===== src/rtl/trap_if.sv =====
// Execute-stage event, CSR and fetch-control signals between the core and trap_ctrl.
interface trap_if;
    logic        instr_valid_i;
    logic [31:0] instr_pc_i;
    logic        illegal_i;
    logic        ecall_i;
    logic        mret_i;
    logic        irq_i;
    logic        mie_i;
    logic [31:0] epc_i;
    logic        kill_o;
    logic        save_epc_o;
    logic [31:0] epc_pc_o;
    logic [31:0] mcause_o;
    logic        flush_o;
    logic        stall_o;
    logic        pc_redirect_o;
    logic [31:0] pc_target_o;

    modport master (
        output instr_valid_i, instr_pc_i, illegal_i, ecall_i, mret_i, irq_i, mie_i, epc_i,
        input  kill_o, save_epc_o, epc_pc_o, mcause_o, flush_o, stall_o,
               pc_redirect_o, pc_target_o
    );

    modport slave (
        input  instr_valid_i, instr_pc_i, illegal_i, ecall_i, mret_i, irq_i, mie_i, epc_i,
        output kill_o, save_epc_o, epc_pc_o, mcause_o, flush_o, stall_o,
               pc_redirect_o, pc_target_o
    );
endinterface


===== src/rtl/trap_ctrl.sv =====
// Machine-mode trap sequencer: kills the trapping instruction, strobes EPC save,
// records mcause and redirects fetch to the trap vector or to mepc on mret.
//   state  | meaning
//   IDLE   | watching the execute stage for traps and mret
//   SAVE   | EPC-save strobe to the CSR unit, pipeline flushed
//   VECTOR | redirect fetch to MTVEC
//   RET    | redirect fetch to the latched mepc
module trap_ctrl #(
    parameter logic [31:0] MTVEC     = 32'h0000_0100,
    parameter logic [31:0] IRQ_CAUSE = 32'h8000_000B
) (
    input logic clk,
    input logic rst_n,
    trap_if.slave bus
);
    typedef enum logic [1:0] {IDLE, SAVE, VECTOR, RET} state_e;

    state_e      state_q, state_d;
    logic        trap_req, mret_req, irq_take;
    logic [31:0] cause;

    logic        save_epc_q, save_epc_d;
    logic        flush_q, flush_d;
    logic        redirect_q, redirect_d;
    logic [31:0] epc_pc_q, epc_pc_d;
    logic [31:0] mcause_q, mcause_d;
    logic [31:0] pc_target_q, pc_target_d;

    // Interrupts only ride on a valid instruction so the saved EPC is never stale.
    assign irq_take = bus.irq_i & bus.mie_i;
    assign trap_req = (state_q == IDLE) & bus.instr_valid_i
                    & (irq_take | bus.illegal_i | bus.ecall_i);
    assign mret_req = (state_q == IDLE) & bus.instr_valid_i & bus.mret_i & ~trap_req;

    always_comb begin
        if (irq_take)           cause = IRQ_CAUSE;
        else if (bus.illegal_i) cause = 32'd2;
        else                    cause = 32'd11;
    end

    always_comb begin
        state_d     = state_q;
        epc_pc_d    = epc_pc_q;
        mcause_d    = mcause_q;
        pc_target_d = pc_target_q;
        case (state_q)
            IDLE: begin
                if (trap_req) begin
                    state_d  = SAVE;
                    epc_pc_d = bus.instr_pc_i;
                    mcause_d = cause;
                end else if (mret_req) begin
                    state_d     = RET;
                    pc_target_d = bus.epc_i;
                end
            end
            SAVE: begin
                state_d     = VECTOR;
                pc_target_d = MTVEC;
            end
            VECTOR:  state_d = IDLE;
            RET:     state_d = IDLE;
            default: state_d = IDLE;
        endcase
        // Strobes are registered copies of the state being entered.
        save_epc_d = (state_d == SAVE);
        redirect_d = (state_d == VECTOR) || (state_d == RET);
        flush_d    = (state_d != IDLE);
    end

    always_ff @(posedge clk) begin
        if (!rst_n) begin
            state_q     <= IDLE;
            save_epc_q  <= 1'b0;
            flush_q     <= 1'b0;
            redirect_q  <= 1'b0;
            epc_pc_q    <= 32'd0;
            mcause_q    <= 32'd0;
            pc_target_q <= 32'd0;
        end else begin
            state_q     <= state_d;
            save_epc_q  <= save_epc_d;
            flush_q     <= flush_d;
            redirect_q  <= redirect_d;
            epc_pc_q    <= epc_pc_d;
            mcause_q    <= mcause_d;
            pc_target_q <= pc_target_d;
        end
    end

    assign bus.kill_o        = trap_req;
    assign bus.save_epc_o    = save_epc_q;
    assign bus.epc_pc_o      = epc_pc_q;
    assign bus.mcause_o      = mcause_q;
    assign bus.flush_o       = flush_q;
    assign bus.stall_o       = flush_q;
    assign bus.pc_redirect_o = redirect_q;
    assign bus.pc_target_o   = pc_target_q;
endmodule


===== src/flat_wrapper.sv =====
// flat-port wrapper written by rule: the top's interface ports become plain ports
module trap_ctrl_flat 
#(
    parameter logic [31:0] MTVEC     = 32'h0000_0100,
    parameter logic [31:0] IRQ_CAUSE = 32'h8000_000B
)
  (clk, rst_n, bus_instr_valid_i, bus_instr_pc_i, bus_illegal_i, bus_ecall_i, bus_mret_i, bus_irq_i, bus_mie_i, bus_epc_i, bus_kill_o, bus_save_epc_o, bus_epc_pc_o, bus_mcause_o, bus_flush_o, bus_stall_o, bus_pc_redirect_o, bus_pc_target_o);
  trap_if bus_i ();
  input logic clk;
  input logic rst_n;
  input wire logic [$bits(bus_i.instr_valid_i)-1:0] bus_instr_valid_i;
  input wire logic [$bits(bus_i.instr_pc_i)-1:0] bus_instr_pc_i;
  input wire logic [$bits(bus_i.illegal_i)-1:0] bus_illegal_i;
  input wire logic [$bits(bus_i.ecall_i)-1:0] bus_ecall_i;
  input wire logic [$bits(bus_i.mret_i)-1:0] bus_mret_i;
  input wire logic [$bits(bus_i.irq_i)-1:0] bus_irq_i;
  input wire logic [$bits(bus_i.mie_i)-1:0] bus_mie_i;
  input wire logic [$bits(bus_i.epc_i)-1:0] bus_epc_i;
  output wire logic [$bits(bus_i.kill_o)-1:0] bus_kill_o;
  output wire logic [$bits(bus_i.save_epc_o)-1:0] bus_save_epc_o;
  output wire logic [$bits(bus_i.epc_pc_o)-1:0] bus_epc_pc_o;
  output wire logic [$bits(bus_i.mcause_o)-1:0] bus_mcause_o;
  output wire logic [$bits(bus_i.flush_o)-1:0] bus_flush_o;
  output wire logic [$bits(bus_i.stall_o)-1:0] bus_stall_o;
  output wire logic [$bits(bus_i.pc_redirect_o)-1:0] bus_pc_redirect_o;
  output wire logic [$bits(bus_i.pc_target_o)-1:0] bus_pc_target_o;
  assign bus_i.instr_valid_i = bus_instr_valid_i;
  assign bus_i.instr_pc_i = bus_instr_pc_i;
  assign bus_i.illegal_i = bus_illegal_i;
  assign bus_i.ecall_i = bus_ecall_i;
  assign bus_i.mret_i = bus_mret_i;
  assign bus_i.irq_i = bus_irq_i;
  assign bus_i.mie_i = bus_mie_i;
  assign bus_i.epc_i = bus_epc_i;
  assign bus_kill_o = bus_i.kill_o;
  assign bus_save_epc_o = bus_i.save_epc_o;
  assign bus_epc_pc_o = bus_i.epc_pc_o;
  assign bus_mcause_o = bus_i.mcause_o;
  assign bus_flush_o = bus_i.flush_o;
  assign bus_stall_o = bus_i.stall_o;
  assign bus_pc_redirect_o = bus_i.pc_redirect_o;
  assign bus_pc_target_o = bus_i.pc_target_o;
  trap_ctrl #(.MTVEC(MTVEC), .IRQ_CAUSE(IRQ_CAUSE)) u_core (.clk(clk), .rst_n(rst_n), .bus(bus_i));
endmodule

===== config.mk =====
export PLATFORM = sky130hd
export DESIGN_NAME = trap_ctrl_flat
export DESIGN_NICKNAME = d
export VERILOG_FILES = /design/src/rtl/trap_if.sv /design/src/rtl/trap_ctrl.sv /design/src/flat_wrapper.sv
export SDC_FILE = /design/constraint.sdc
export NUM_CORES = 1
export LEC_CHECK = 0
export CORE_UTILIZATION = 35
export CTS_CLUSTER_SIZE = 28
export DETAILED_ROUTE_END_ITERATION = 10
export MAX_ROUTING_LAYER = met4
export PLACE_DENSITY = 0.77
export SETUP_SLACK_MARGIN = 0.05
export SYNTH_ARGS = -nofsm -noshare
export SYNTH_HDL_FRONTEND = slang
export SYNTH_SLANG_ARGS = --single-unit

===== constraint.sdc =====
create_clock -name clk -period 1.37 [get_ports clk]
set_clock_uncertainty 0.2 [all_clocks]
set_input_delay 0.2055 -clock clk [delete_from_list [all_inputs] [get_ports clk]]
set_output_delay 0.2055 -clock clk [all_outputs]
set_load 0.005 [all_outputs]

==> impl_metrics.toml <==
[logic_synthesis]
synth-seq-cells = 72
netlist_area_um2 = 3080
async_flop_share = 0
yosysTopAreaCellShare = 0.468
yosysWarningCount = 0
avgSynthCellArea_um2 = 8.60
synth-edff-count = 0
synth-main-ff-cell = "dfxtp_1"
synth_seq_area_share = 0.468
synth_top_area_cell = "dfxtp_1"
synth_cells = 358
yosysMostFrequentCell = "dfxtp_1"
synthTopCellsByArea = "dfxtp_1 47%, nand3_1 11%, buf_4 7.8%, a21boi_1 7.1%, o21ai_0 6.5%"
synth_common_cells = "72 x dfxtp_1, 65 x nand3_1, 40 x o21ai_0"
yosysUniqueCellTypes = 28

[clock_network]
postCtsHoldBufs = 0
cts_sinks = 72
htreeDepth = 3
numCtsBuffers = 9
clk_latency_ns = 0.33
root_buffer = "clkbuf_8"
cts_tree = "done"
clk_pin_slew_worst_paths_ns = 0.07
ctsLongestPathBuffers = 2

[placed_design]
place_area_um2 = 4610
hpwlAfterDp_um = 6230
routabilityCongestion = 0.794
io_buffers = 144

[routing]
num_vias = 3294
wl_per_cell_um = 16.6
met1_length_um = 4350
top_layer = "met4"
dr.pass1.iters = 4
dr_wl_met2_um = 5460
detail-route-antenna-nets = 0
wl_met3_um = 656
route.detailed.drc = 0
via_per_inst = 5.14
drt_iter0_markers = 136
wirelength_um = 10700

[floorplan]
fp.dieW_um = 95.8
initial_utilization = 0.368
core_area_um2 = 8380
io_pins = 173
dieHeight_um = 95.8
rows = 33
die_area_um2 = 9180

[worst_setup_path]
cp_data_arrival_time_ns = 1.32
max_stage_delay_ns = 0.41
path_class = "reg -> out"
rr_endpoint = "u_core.bus.epc_pc_o[7]$_SDFFE_PN0N_"
start_kind = "flop"
worstPathRequired_ns = 0.96
crit_buf_inv = 1
critPathTopFamily = "simple AND/OR/NAND/NOR gates"
critPathMaxFanout = 2
cp_cell_sequence = "or3b_4 -> nor2_4 -> buf_2"
ff2ff_path_depth = 5
r2r-start = "u_core.state_q[0]$_SDFF_PN0_"
cp_slowest_cell = "or3b_4"
critPathCaptureType = "output pin"
r2r_slack_ns = -0.35

[hold_path]
hold_end = "u_core.bus.mcause_o[31]$_SDFFE_PN0N_"
holdPathStages = 4
hold_class = "in -> reg"
hp-start = "bus_irq_i"

[power]
power_leakage_nw = 2.16
p_per_area_nw_per_um2 = 974
vdd_drop_max_mv = 0.724
power.total_mw = 5.36

[global_routing]
grt_max_degree = 37
antenna_found_initial = 0
grt.total_usage = 0.233
grt_pass1_vias = 3183
grt_first_pass_wirelength_um = 15700
grt.overflow.total = 0

[sta]
min_period_ns = 1.72
period_share = 1.26
setup_viol = 70
slew_violations = 0
grt_setup_unrepaired = "yes"
fmaxAchievable_mhz = 580
worst_slack_ns = -0.354
whs_ns = 0.0859
hold_viol_final = 0

[final_layout]
final_cell_area_um2 = 5500
drive_gt1_frac = 0.451
postLayoutCoreUtil = 0.656
n_antenna_cell = 0
syn2layout_area_growth_pct = 78.6
fill_cells = 660
fin_nets = 603

[status]
violations = "setup timing"
outcome = "finished, violations left"

[flow_run]
maxCapViolations = 0
[layout make-up]
cell class / count / area, um^2 / share of cell area
clock buffers: 10 / 138 / 0.0250
clock inverters: 6 / 92.6 / 0.0168
inverters: 2 / 10.0 / 0.00182
multi-input cells: 246 / 1630 / 0.296
flip-flops and latches: 72 / 1520 / 0.276
well taps: 105 / 131 / 0.0239
repair buffers: 200 / 1990 / 0.361
[cells by family after synthesis]
family	Yosys count	synth area share
AOI/OAI and AO/OA	140	0.262
buffers and inverters	67	0.135
DFF	72	0.468
other	1	0.00122
and+or+nand+nor	78	0.134
[report_power, final]
group	switching (mW)	internal [mW]	total [mW]
registers	0.0522	2.20	2.25
logic	0.531	0.670	1.20
clock network	0.824	1.08	1.91
[cells in the final DEF (no fill, tap or decap), types with 3 or more instances in the layout]
master,Yosys,final
clkdlybuf4s15_1,0,31
buf_12,0,7
clkdlybuf4s15_2,0,3
clkdlybuf4s50_1,0,66
o21ai_0,40,19
buf_4,32,19
a21oi_1,34,19
a21boi_1,29,31
o21ai_2,0,14
nor2_1,4,3
buf_16,0,6
a21boi_2,0,3
dfxtp_2,0,60
a21oi_2,0,14
buf_6,3,21
o21ai_1,27,32
nand3_2,0,17
clkbuf_2,2,36
clkbuf_8,0,10
dfxtp_1,72,12
buf_2,15,7
conb_1,1,28
nand3_1,65,46
[how the worst max path moves through the flow]
stage,startpoint,to,slack (ns),depth (start not counted)
after floorplan,u_core.state_q[1]$_SDFF_PN0_,bus_kill_o,-0.09,4
after global placement,bus_instr_valid_i,bus_kill_o,-0.78,4
after detailed placement,bus_instr_valid_i,bus_kill_o,-0.78,4
after CTS,u_core.state_q[0]$_SDFF_PN0_,bus_kill_o,-0.39,3
after global routing,u_core.state_q[0]$_SDFF_PN0_,bus_kill_o,-0.39,3
final,u_core.state_q[0]$_SDFF_PN0_,bus_kill_o,-0.35,3
[worst reg2reg max path, delay by kind of cell (launching register included)]
kind,cells,cell delay [ns]
buffers and inverters,2,0.47
and+or+nand+nor,1,0.41
DFF,1,0.32
AOI/OAI and AO/OA,2,0.21
[per-stage QoR]
step | cells | TNS [ns] | setup WS [ns]
3_3_place_gp | 593 | -43.65 | -0.784
3_5_place_dp | 593 | -45.10 | -0.784
2_1_floorplan | 385 | -2.24 | -0.0857
4_1_cts | 631 | -13.70 | -0.389
6_report | 641 | -16.69 | -0.354
5_1_grt | 641 | -20.06 | -0.388
[per-layer routing]
metal / track usage / vias up
li1: - / 1558
met1: 0.281 / 1598
met2: 0.398 / 124
met3: 0.0411 / 14
met4: 0.0672 / 0
met5: - / -
[flip-flops by register name, summed over array words and instances (netlist names)]
| register | count |
|---|---|
| u_core.bus.epc_pc_o | 32 |
| u_core.bus.pc_target_o | 32 |
| u_core.bus.mcause_o | 3 |
| u_core.state_q | 2 |
| u_core.bus.flush_o | 1 |
| u_core.bus.pc_redirect_o | 1 |
| u_core.bus.save_epc_o | 1 |
[what timing repair did]
| action | in CTS | in global routing |
|---|---|---|
| gates cloned | 10 | 2 |
| endpoints found under the setup margin | 144 | 111 |
| gates resized for setup | 258 | 129 |
| hold endpoints to repair | 0 | 0 |
| buffers inserted | 12 | 11 |
| pin swaps | 6 | 36 |
(Power assumes the default switching activity.)
